[config.mk]
export PLATFORM = sky130hd
export DESIGN_NAME = disparity_select
export DESIGN_NICKNAME = d
export VERILOG_FILES = /design/src/rtl/stereo_pkg.sv /design/src/rtl/min_tree.sv /design/src/rtl/disparity_select.sv
export SDC_FILE = /design/constraint.sdc
export NUM_CORES = 1
export LEC_CHECK = 0
export ABC_AREA = 1
export CORE_MARGIN = 2
export CORE_UTILIZATION = 45
export CTS_CLUSTER_DIAMETER = 150
export DETAILED_ROUTE_END_ITERATION = 8
export GPL_TIMING_DRIVEN = 1
export HOLD_SLACK_MARGIN = 0.15
export MAX_ROUTING_LAYER = met4
export PLACE_DENSITY = 0.65
export SETUP_SLACK_MARGIN = 0.15
export SLEW_MARGIN = 10
export SYNTH_ARGS = -nofsm -noshare
export SYNTH_HDL_FRONTEND = slang
export SYNTH_SLANG_ARGS = --single-unit
export TNS_END_PERCENT = 1
[constraint.sdc]
create_clock -name clock -period 21.2 [get_ports clock]
set_input_delay 3.18 -clock clock [delete_from_list [all_inputs] [get_ports clock]]
set_output_delay 3.18 -clock clock [all_outputs]
set_load 0.02 [all_outputs]
[src/rtl/stereo_pkg.sv]
// Shared stereo-pipeline types: default widths, the (best, second, index)
// cost record and the pairwise merge used by every winner-take-all stage.
package stereo_pkg;

  localparam int unsigned WS_W   = 14;
  localparam int unsigned DISP_W = 6;
  localparam int unsigned NUM_CH = 4;

  typedef logic [WS_W-1:0]   cost_t;
  typedef logic [DISP_W-1:0] disp_t;

  localparam cost_t WS_MAX = '1;

  typedef struct packed {
    cost_t best;
    cost_t second;
    disp_t idx;
  } cost_pair_t;

  function automatic cost_t min_cost(input cost_t a, input cost_t b);
    return (b < a) ? b : a;
  endfunction

  function automatic cost_t max_cost(input cost_t a, input cost_t b);
    return (b > a) ? b : a;
  endfunction

  // lo must cover the lower disparities: on equal best cost lo is kept.
  function automatic cost_pair_t merge_pair(input cost_pair_t lo, input cost_pair_t hi);
    cost_pair_t r;
    r        = (hi.best < lo.best) ? hi : lo;
    r.second = min_cost(min_cost(max_cost(lo.best, hi.best), lo.second), hi.second);
    return r;
  endfunction

endpackage

[src/rtl/min_tree.sv]
// Combinational NUM_CH-input winner-take-all tree. Produces the beat-local
// best cost, its channel index and the second-best cost.
// Cost and index widths are carried in the shared record, so WS_W must not
// exceed the package cost width.
module min_tree #(
  parameter int unsigned NUM_CH = stereo_pkg::NUM_CH,
  parameter int unsigned WS_W   = stereo_pkg::WS_W
) (
  input  logic [NUM_CH*WS_W-1:0] ws,
  output stereo_pkg::cost_pair_t result
);
  import stereo_pkg::*;

  localparam int unsigned LEAVES = 2 ** $clog2(NUM_CH);
  localparam int unsigned NODES  = 2 * LEAVES - 1;

  // Heap-ordered tree: node n has children 2n+1 (lower disparities) and 2n+2.
  // Unused leaves carry all-ones cost and sit to the right, so they never win.
  always_comb begin
    cost_pair_t node [NODES];
    for (int unsigned n = 0; n < NODES; n++) begin
      node[n].best   = cost_t'({WS_W{1'b1}});
      node[n].second = cost_t'({WS_W{1'b1}});
      node[n].idx    = '0;
    end
    for (int unsigned c = 0; c < NUM_CH; c++) begin
      node[LEAVES-1+c].best = cost_t'(ws[c*WS_W +: WS_W]);
      node[LEAVES-1+c].idx  = disp_t'(c);
    end
    for (int n = int'(LEAVES) - 2; n >= 0; n--) begin
      node[n] = merge_pair(node[2*n+1], node[2*n+2]);
    end
    result = node[0];
  end

endmodule

[src/rtl/disparity_select.sv]
// Multi-beat winner-take-all disparity selector. Reduces NUM_CH window sums
// per beat, accumulates best/second-best over NUM_PASSES beats and emits the
// winning disparity with a uniqueness-based reliability flag.
module disparity_select #(
  parameter int unsigned NUM_CH     = stereo_pkg::NUM_CH,
  parameter int unsigned NUM_PASSES = 4,
  parameter int unsigned WS_W       = stereo_pkg::WS_W,
  parameter int unsigned DISP_W     = stereo_pkg::DISP_W,
  parameter int unsigned UNIQ_SHIFT = 3
) (
  input  logic                   clock,
  input  logic                   reset,
  input  logic                   in_valid,
  input  logic                   in_first,
  input  logic [NUM_CH*WS_W-1:0] ws,
  input  logic                   uniq_en,
  output logic                   out_valid,
  output logic [DISP_W-1:0]      out_disparity,
  output logic [WS_W-1:0]        out_window_sum,
  output logic                   out_reliable,
  output logic                   error
);
  import stereo_pkg::*;

  localparam int unsigned    CNT_W     = $clog2(NUM_PASSES) + 1;
  localparam logic [CNT_W-1:0] LAST_BEAT = CNT_W'(NUM_PASSES - 1);
  localparam bit             SINGLE    = (NUM_CH * NUM_PASSES == 1);

  logic [CNT_W-1:0] pass_cnt;
  logic [CNT_W-1:0] beat_idx;
  logic             fwd;
  logic             is_last;
  logic             proto_err;
  cost_pair_t       beat_pair;
  cost_pair_t       beat_abs;

  logic             s1_valid;
  logic             s1_first;
  logic             s1_last;
  logic             s1_uniq;
  cost_pair_t       s1_pair;

  cost_pair_t       acc;
  cost_pair_t       merged;
  logic             acc_done;
  logic             acc_uniq;

  logic [WS_W:0]    margin_sum;
  logic             reliable;

  min_tree #(
    .NUM_CH (NUM_CH),
    .WS_W   (WS_W)
  ) u_min_tree (
    .ws     (ws),
    .result (beat_pair)
  );

  // Input qualification: a first beat always restarts the pixel; a non-first
  // beat is only accepted while a pixel is open.
  always_comb begin
    beat_idx     = in_first ? '0 : pass_cnt;
    is_last      = (beat_idx == LAST_BEAT);
    fwd          = in_valid && (in_first || (pass_cnt != '0));
    proto_err    = in_valid && (in_first ? (pass_cnt != '0) : (pass_cnt == '0));
    beat_abs     = beat_pair;
    beat_abs.idx = beat_pair.idx + disp_t'(beat_idx) * disp_t'(NUM_CH);
  end

  // Pass counter: position of the next expected beat within the pixel.
  always_ff @(posedge clock) begin
    if (reset) begin
      pass_cnt <= '0;
    end else if (fwd) begin
      pass_cnt <= is_last ? '0 : beat_idx + CNT_W'(1);
    end
  end

  // Protocol-violation pulse, one cycle after the offending beat.
  always_ff @(posedge clock) begin
    if (reset) begin
      error <= 1'b0;
    end else begin
      error <= proto_err;
    end
  end

  // Stage 1: register the beat reduction with its framing flags.
  always_ff @(posedge clock) begin
    if (reset) begin
      s1_valid <= 1'b0;
      s1_first <= 1'b0;
      s1_last  <= 1'b0;
      s1_uniq  <= 1'b0;
      s1_pair  <= '0;
    end else begin
      s1_valid <= fwd;
      if (fwd) begin
        s1_first <= in_first;
        s1_last  <= is_last;
        s1_uniq  <= uniq_en;
        s1_pair  <= beat_abs;
      end
    end
  end

  // Earlier beats hold lower disparities, so the accumulator is the "lo" side.
  always_comb begin
    merged = s1_first ? s1_pair : merge_pair(acc, s1_pair);
  end

  // Stage 2: running best/second-best across the beats of a pixel.
  always_ff @(posedge clock) begin
    if (reset) begin
      acc      <= '0;
      acc_done <= 1'b0;
      acc_uniq <= 1'b0;
    end else begin
      acc_done <= s1_valid && s1_last;
      if (s1_valid) begin
        acc      <= merged;
        acc_uniq <= s1_uniq;
      end
    end
  end

  // Uniqueness test at WS_W+1 bits so the margin add cannot wrap.
  always_comb begin
    margin_sum = (WS_W+1)'(acc.best[WS_W-1:0]) + (WS_W+1)'(acc.best[WS_W-1:0] >> UNIQ_SHIFT);
    reliable   = !acc_uniq || SINGLE || (margin_sum < (WS_W+1)'(acc.second[WS_W-1:0]));
  end

  // Output registers: load on pixel completion, hold otherwise.
  always_ff @(posedge clock) begin
    if (reset) begin
      out_valid      <= 1'b0;
      out_disparity  <= '0;
      out_window_sum <= '0;
      out_reliable   <= 1'b0;
    end else begin
      out_valid <= acc_done;
      if (acc_done) begin
        out_disparity  <= acc.idx[DISP_W-1:0];
        out_window_sum <= acc.best[WS_W-1:0];
        out_reliable   <= reliable;
      end
    end
  end

endmodule

# After elaboration in Yosys (flattened, before gate mapping)
# Cells that the tools add are included.
dict set report totals {
  reg_bits 100
  inputBits 61
  out_inout_bits 23
  word_cells 69
}
dict set report classes {
  add_sub_neg 3
  order_cmp 17
  eq_ne 1
  muxes 20
  reduce_logical 10
}
# cell count
set op_table {}
lappend op_table {{$mux 34} 5}
lappend op_table {{$mux 14} 12}
lappend op_table {{$lt 14x14->1} 8}
lappend op_table {{$gt 14x14->1} 4}
lappend op_table {{$lt 14x14->1 const A} 4}
lappend op_table {{$add 14x11->15} 1}
lappend op_table {{$lt 15x14->1} 1}
lappend op_table {{$add 6x5->6} 1}
lappend op_table {{$mux 3} 2}
lappend op_table {{$add 3x1->3 const B} 1}
lappend op_table {{$eq 3x2->1 const B} 1}
lappend op_table {{$logic_and 1x1->1} 3}
lappend op_table {{$logic_not 3->1} 1}
lappend op_table {{$reduce_bool 3->1} 1}
lappend op_table {{$logic_or 1x1->1} 2}
lappend op_table {{$reduce_and 2->1} 1}
lappend op_table {{$reduce_bool 2->1} 1}
lappend op_table {{$logic_not 1->1} 1}
lappend op_table {{$mux 1} 1}

# Logic depth before layout (Yosys ltp)
dict set report logic_depth {
  depth_word 10
  ltp_mapped 48
}

# Modules after synthesis
# A second synthesis with hierarchy kept.
dict set report unflattened {
  cells_unflattened 1391
  hier_area_um2 9135.0
}
# module n_inst cells_each area_each_um2
set by_module_without_submodules {}
lappend by_module_without_submodules {disparity_select 1 778 5845.6}
lappend by_module_without_submodules {min_tree 1 613 3289.4}

# Worst setup path after synthesis
# OpenSTA, ideal clock, no wires.
dict set report synth_timing {
  path_kind {input -> register}
  start {input ws[41]}
  end {register s1_pair[10] (netlist name)}
  setup_ns 0.139
  arrival_time_ns 9.615
  required_ns 21.061
  path_slack_ns 11.446
  stages 42
  n_path_buf 5
  cell_sequence {inv_1 > ha_1 > nand2_1 > nor2_4 > nand2_2 > nor2_4 > nand2_4 > nand2_4 > clkbuf_1 > clkbuf_1 > nand2_1 > o21ai_0 > inv_1 > ha_1 > nand4_1 > inv_1 > nand4_2 > nor2_8 > [... 6 more ...] > nor2_1 > nand3_1 > nor2_1 > nand2_2 > nand2_4 > clkbuf_1 > nand2_1 > o21ai_0 > ha_1 > nand2_1 > inv_1 > nand3_1 > a31oi_1 > a2111oi_1 > clkbuf_1 > nand3_1 > nand3_2 > a21oi_2}
}
dict set report synth_via {
  elab_chain_len 8
  elab_cells_between_ends 14
  cone_classes {order compare: 7; mux: 7}
}
# element line
set synth_lines {}
lappend synth_lines {{start, declared} disparity_select.sv:15} ;# input logic [NUM_CH*WS_W-1:0] ws,
lappend synth_lines {{$gt 14x14->1 / $lt 14x14->1 (equally long branches)} {stereo_pkg.sv:25, stereo_pkg.sv:31}}
lappend synth_lines {{$mux 14 / $mux 34 (equally long branches)} {stereo_pkg.sv:25, stereo_pkg.sv:31}}
lappend synth_lines {{$lt 14x14->1 / $gt 14x14->1 (equally long branches)} {stereo_pkg.sv:21, stereo_pkg.sv:25}}
lappend synth_lines {{$mux 14 (on tied branches)} {stereo_pkg.sv:21, stereo_pkg.sv:25}}
lappend synth_lines {{$lt 14x14->1} stereo_pkg.sv:21} ;# return (b < a) ? b : a;
lappend synth_lines {{$mux 14} stereo_pkg.sv:21}
lappend synth_lines {{$lt 14x14->1} stereo_pkg.sv:21}
lappend synth_lines {{$mux 14 *} stereo_pkg.sv:21}
lappend synth_lines {{end signal, assigned} disparity_select.sv:102} ;# s1_pair <= beat_abs;
lappend synth_lines {{end, declared} disparity_select.sv:41} ;# cost_pair_t s1_pair;
# Every way passes the cells marked *; elsewhere a longest branch is shown, timed or not.
# A chain may end at the register's enable or synchronous reset.

# Final worst setup path
dict set report layout_timing {
  start {input ws[40]}
  end {register s1_pair[19] (netlist name)}
}
# Same word-level chain as after synthesis.

==> reports/qor.yml <==
clock_tree:
  clk_path_buf_depth: 2
  htree_levels: 3
  path_clk_slew_ns: 0.08
  ctsHoldBuffers: 0
  worstSkewPairLatency_ns: 0.36
  postCtsSetupBuffers: 0
  root_buffer: "clkbuf_16"
  ctsResizeCount: 0
  cts_tree: "built"
  cts.sinks: 97
  numCtsBuffers: 9
grt:
  antenna_found_initial: 0
  grt_max_degree: 52
  globalRouteTotalUtil: 0.243
  overflow: 0
  grt_pass1_vias: 7638
  grt_pass1_wl_mm: 38.5
sta:
  rsz0062_at_grt: "no"
  fin_crit_sh: 0.469
  slew_headroom: 0.224
  slew_violations: 0
  setup_viol: 0
  tns_ns: 0
  clock-skew-final_ns: 0.00984
  min_period_ns: 9.94
  worstMarginPinSlew_ns: 1.16
  hold_viol: 0
  fmax_ghz: 0.101
synthesis:
  syn_inst: 1322
  syn-num-nets: 1511
  synthArstFlopShare: 0
  synth_flop_cell: "dfxtp_1"
  avgSynthCellArea_um2: 6.63
  synth_seq_cells: 97
  ys_types: 48
  ys_warn_count: 0
  synthAdderAreaFrac: 0.183
  synthMuxAreaShare: 0
  yosys.area_share.simple: 0.276
  synth-edff-count: 0
  synth_area_mm2: 0.00877
  synth-compound-area-share: 0.209
  ys_seq_area_frac: 0.221
  yosys.area_share.xor_xnor: 0.0110
  synth_top_family_by_area: "simple AND/OR/NAND/NOR gates"
worst_setup_path:
  worstPathRequired_ns: 21.49
  crit_slowest_cell: "o21ai_0"
  worst_setup_path_start_kind: "input pin"
  cpMostUsedCell: "nand2_4"
  critPathKind: "input pin to register"
  cp_max_fo: 36
  crit_path_end_kind: "register"
  cp_data_arrival_time_ns: 10.23
  critical-path-max-stage-delay_ns: 0.57
power_and_ir_drop:
  p_leak_nw: 4.81
  ir_drop_v: 0.0000749
  power_w: 0.00123
  power_density_mw_per_mm2: 122
detailed_routing:
  finalWirelength_mm: 23.8
  drtIter0Drc: 533
  drt-vias-per-instance: 5.24
  ant_nets: 0
  wl_per_cell_um: 14.5
  drc: 0
  route.vias.total: 8566
  drtPass1Iterations: 5
floorplanning:
  start_util: 0.455
  dieHeight_um: 144
  io_pins: 84
  floorplan.die_area_mm2: 0.0206
  core_mm2: 0.0193
  die_w_um: 144
  rows: 51
cells_and_area:
  n_antenna_cell: 0
  fillers: 1995
  design_area_mm2: 0.0100
  final_core_util: 0.521
  fin_nets: 1553
  multi_input_area_mm2: 0.00598
  seq_area_mm2: 0.00194
  syn2layout_area_growth_pct: 14.4
  drive_above_1_share: 0.0730
place:
  gp_congestion: 0.955
  port_buffers: 82
  place_area_mm2: 0.00974
  hpwl_mm: 19.0
worst_hold_path:
  min-delay-path-class: "register to register"
run:
  cap_violations: 0
status:
  status: "finished, final reports clean"
flip-flops by register name, summed over array words and instances, names as in the netlist, 3 cells and up:
name and flops:
out_disparity 5, acc 33, s1_pair 33, out_window_sum 14, pass_cnt 3
area by class of cell:
cell class | instances | share of cell area
multi-input combinational | 1000 | 0.596
clock inverter | 7 | 0.00698
inverter | 170 | 0.0636
clock buffer | 9 | 0.0224
tap | 265 | 0.0330
timing repair buffer | 86 | 0.0843
sequential | 97 | 0.194
critical path, delay by kind of cell:
| family | cells | cell delay, ns |
|---|---|---|
| AND/OR/NAND/NOR | 15 | 1.95 |
| adder cells (fa/ha/maj) | 4 | 1.32 |
| buffers and inverters | 6 | 1.18 |
| AO/OA/AOI/OAI | 10 | 2.58 |
routing by layer:
layer	share of wire	wire (µm)	track usage	vias to the layer above
li1	-	-	-	4486
met1	0.49	11600	0.332	3888
met2	0.45	10800	0.380	163
met3	0.039	930	0.0317	29
met4	0.020	480	0.0619	0
met5	0	0	-	-
cells in the final DEF, fill, tap and decap left out, types with 11 or more instances in the layout:
cell type	instances
inv_1	162
dfxtp_1	97
nor2_1	73
nand2_1	293
nand3_1	94
clkdlybuf4s50_1	81
ha_1	127
a21oi_1	134
nand3_2	11
nand2_2	24
o21ai_0	157
kinds of logic after synthesis:
group                    after synthesis
AO/OA/AOI/OAI                        333
XOR/XNOR                              11
AND/OR/NAND/NOR                      527
flip-flops                            97
adder cells (fa/ha/maj)              128
other                                  1
buffers and inverters                225
power breakdown:
group	internal, W	switching [W]	total (W)
clock	0.0000830	0.0000816	0.000165
combinational	0.000290	0.000527	0.000817
sequential	0.000212	0.0000325	0.000245
path summary, 6_finish.rpt:
kind                      end    start  slack, ns  cells after the start
setup / recovery  s1_pair[19]   ws[40]      11.26                     35
hold / removal       acc_done  s1_last       0.45                      2
setup reg to reg      acc[19]  acc[32]      14.80                     24
hold reg to reg      acc_done  s1_last       0.45                      2
cells in the mapped netlist (2+ instances only):
cell type | count | share of area
nand2_4 | 9 | 0.012
inv_1 | 163 | 0.070
nand3_1 | 94 | 0.054
nor2_1 | 74 | 0.032
nand2_1 | 293 | 0.13
inv_2 | 6 | 0.0026
a21oi_2 | 10 | 0.010
a21o_1 | 2 | 0.0017
buf_2 | 2 | 0.0011
dfxtp_1 | 97 | 0.22
nor2_4 | 4 | 0.0051
nand4_1 | 7 | 0.0050
nand2_2 | 24 | 0.017
a21oi_4 | 4 | 0.0074
a211oi_1 | 5 | 0.0043
nor3_1 | 4 | 0.0023
buf_4 | 3 | 0.0026
nand3_2 | 11 | 0.013
xor2_1 | 10 | 0.010
o21bai_1 | 5 | 0.0043
a31oi_1 | 3 | 0.0021
o21ai_0 | 157 | 0.090
o21a_1 | 3 | 0.0026
clkbuf_1 | 48 | 0.021
ha_1 | 127 | 0.18
a21oi_1 | 134 | 0.076
o221a_2 | 2 | 0.0026
per-stage QoR:
step | std cells | hold WS, ns | setup WS (ns)
5_1_grt | 1634 | 0.466 | 10.79
2_1_floorplan | 1322 | 0.419 | 11.45
6_report | 1634 | 0.449 | 11.26
3_5_place_dp | 1618 | 0.433 | 10.90
4_1_cts | 1634 | 0.452 | 11.27
3_3_place_gp | 1618 | 0.435 | 10.88
(Power assumes the default switching activity.)
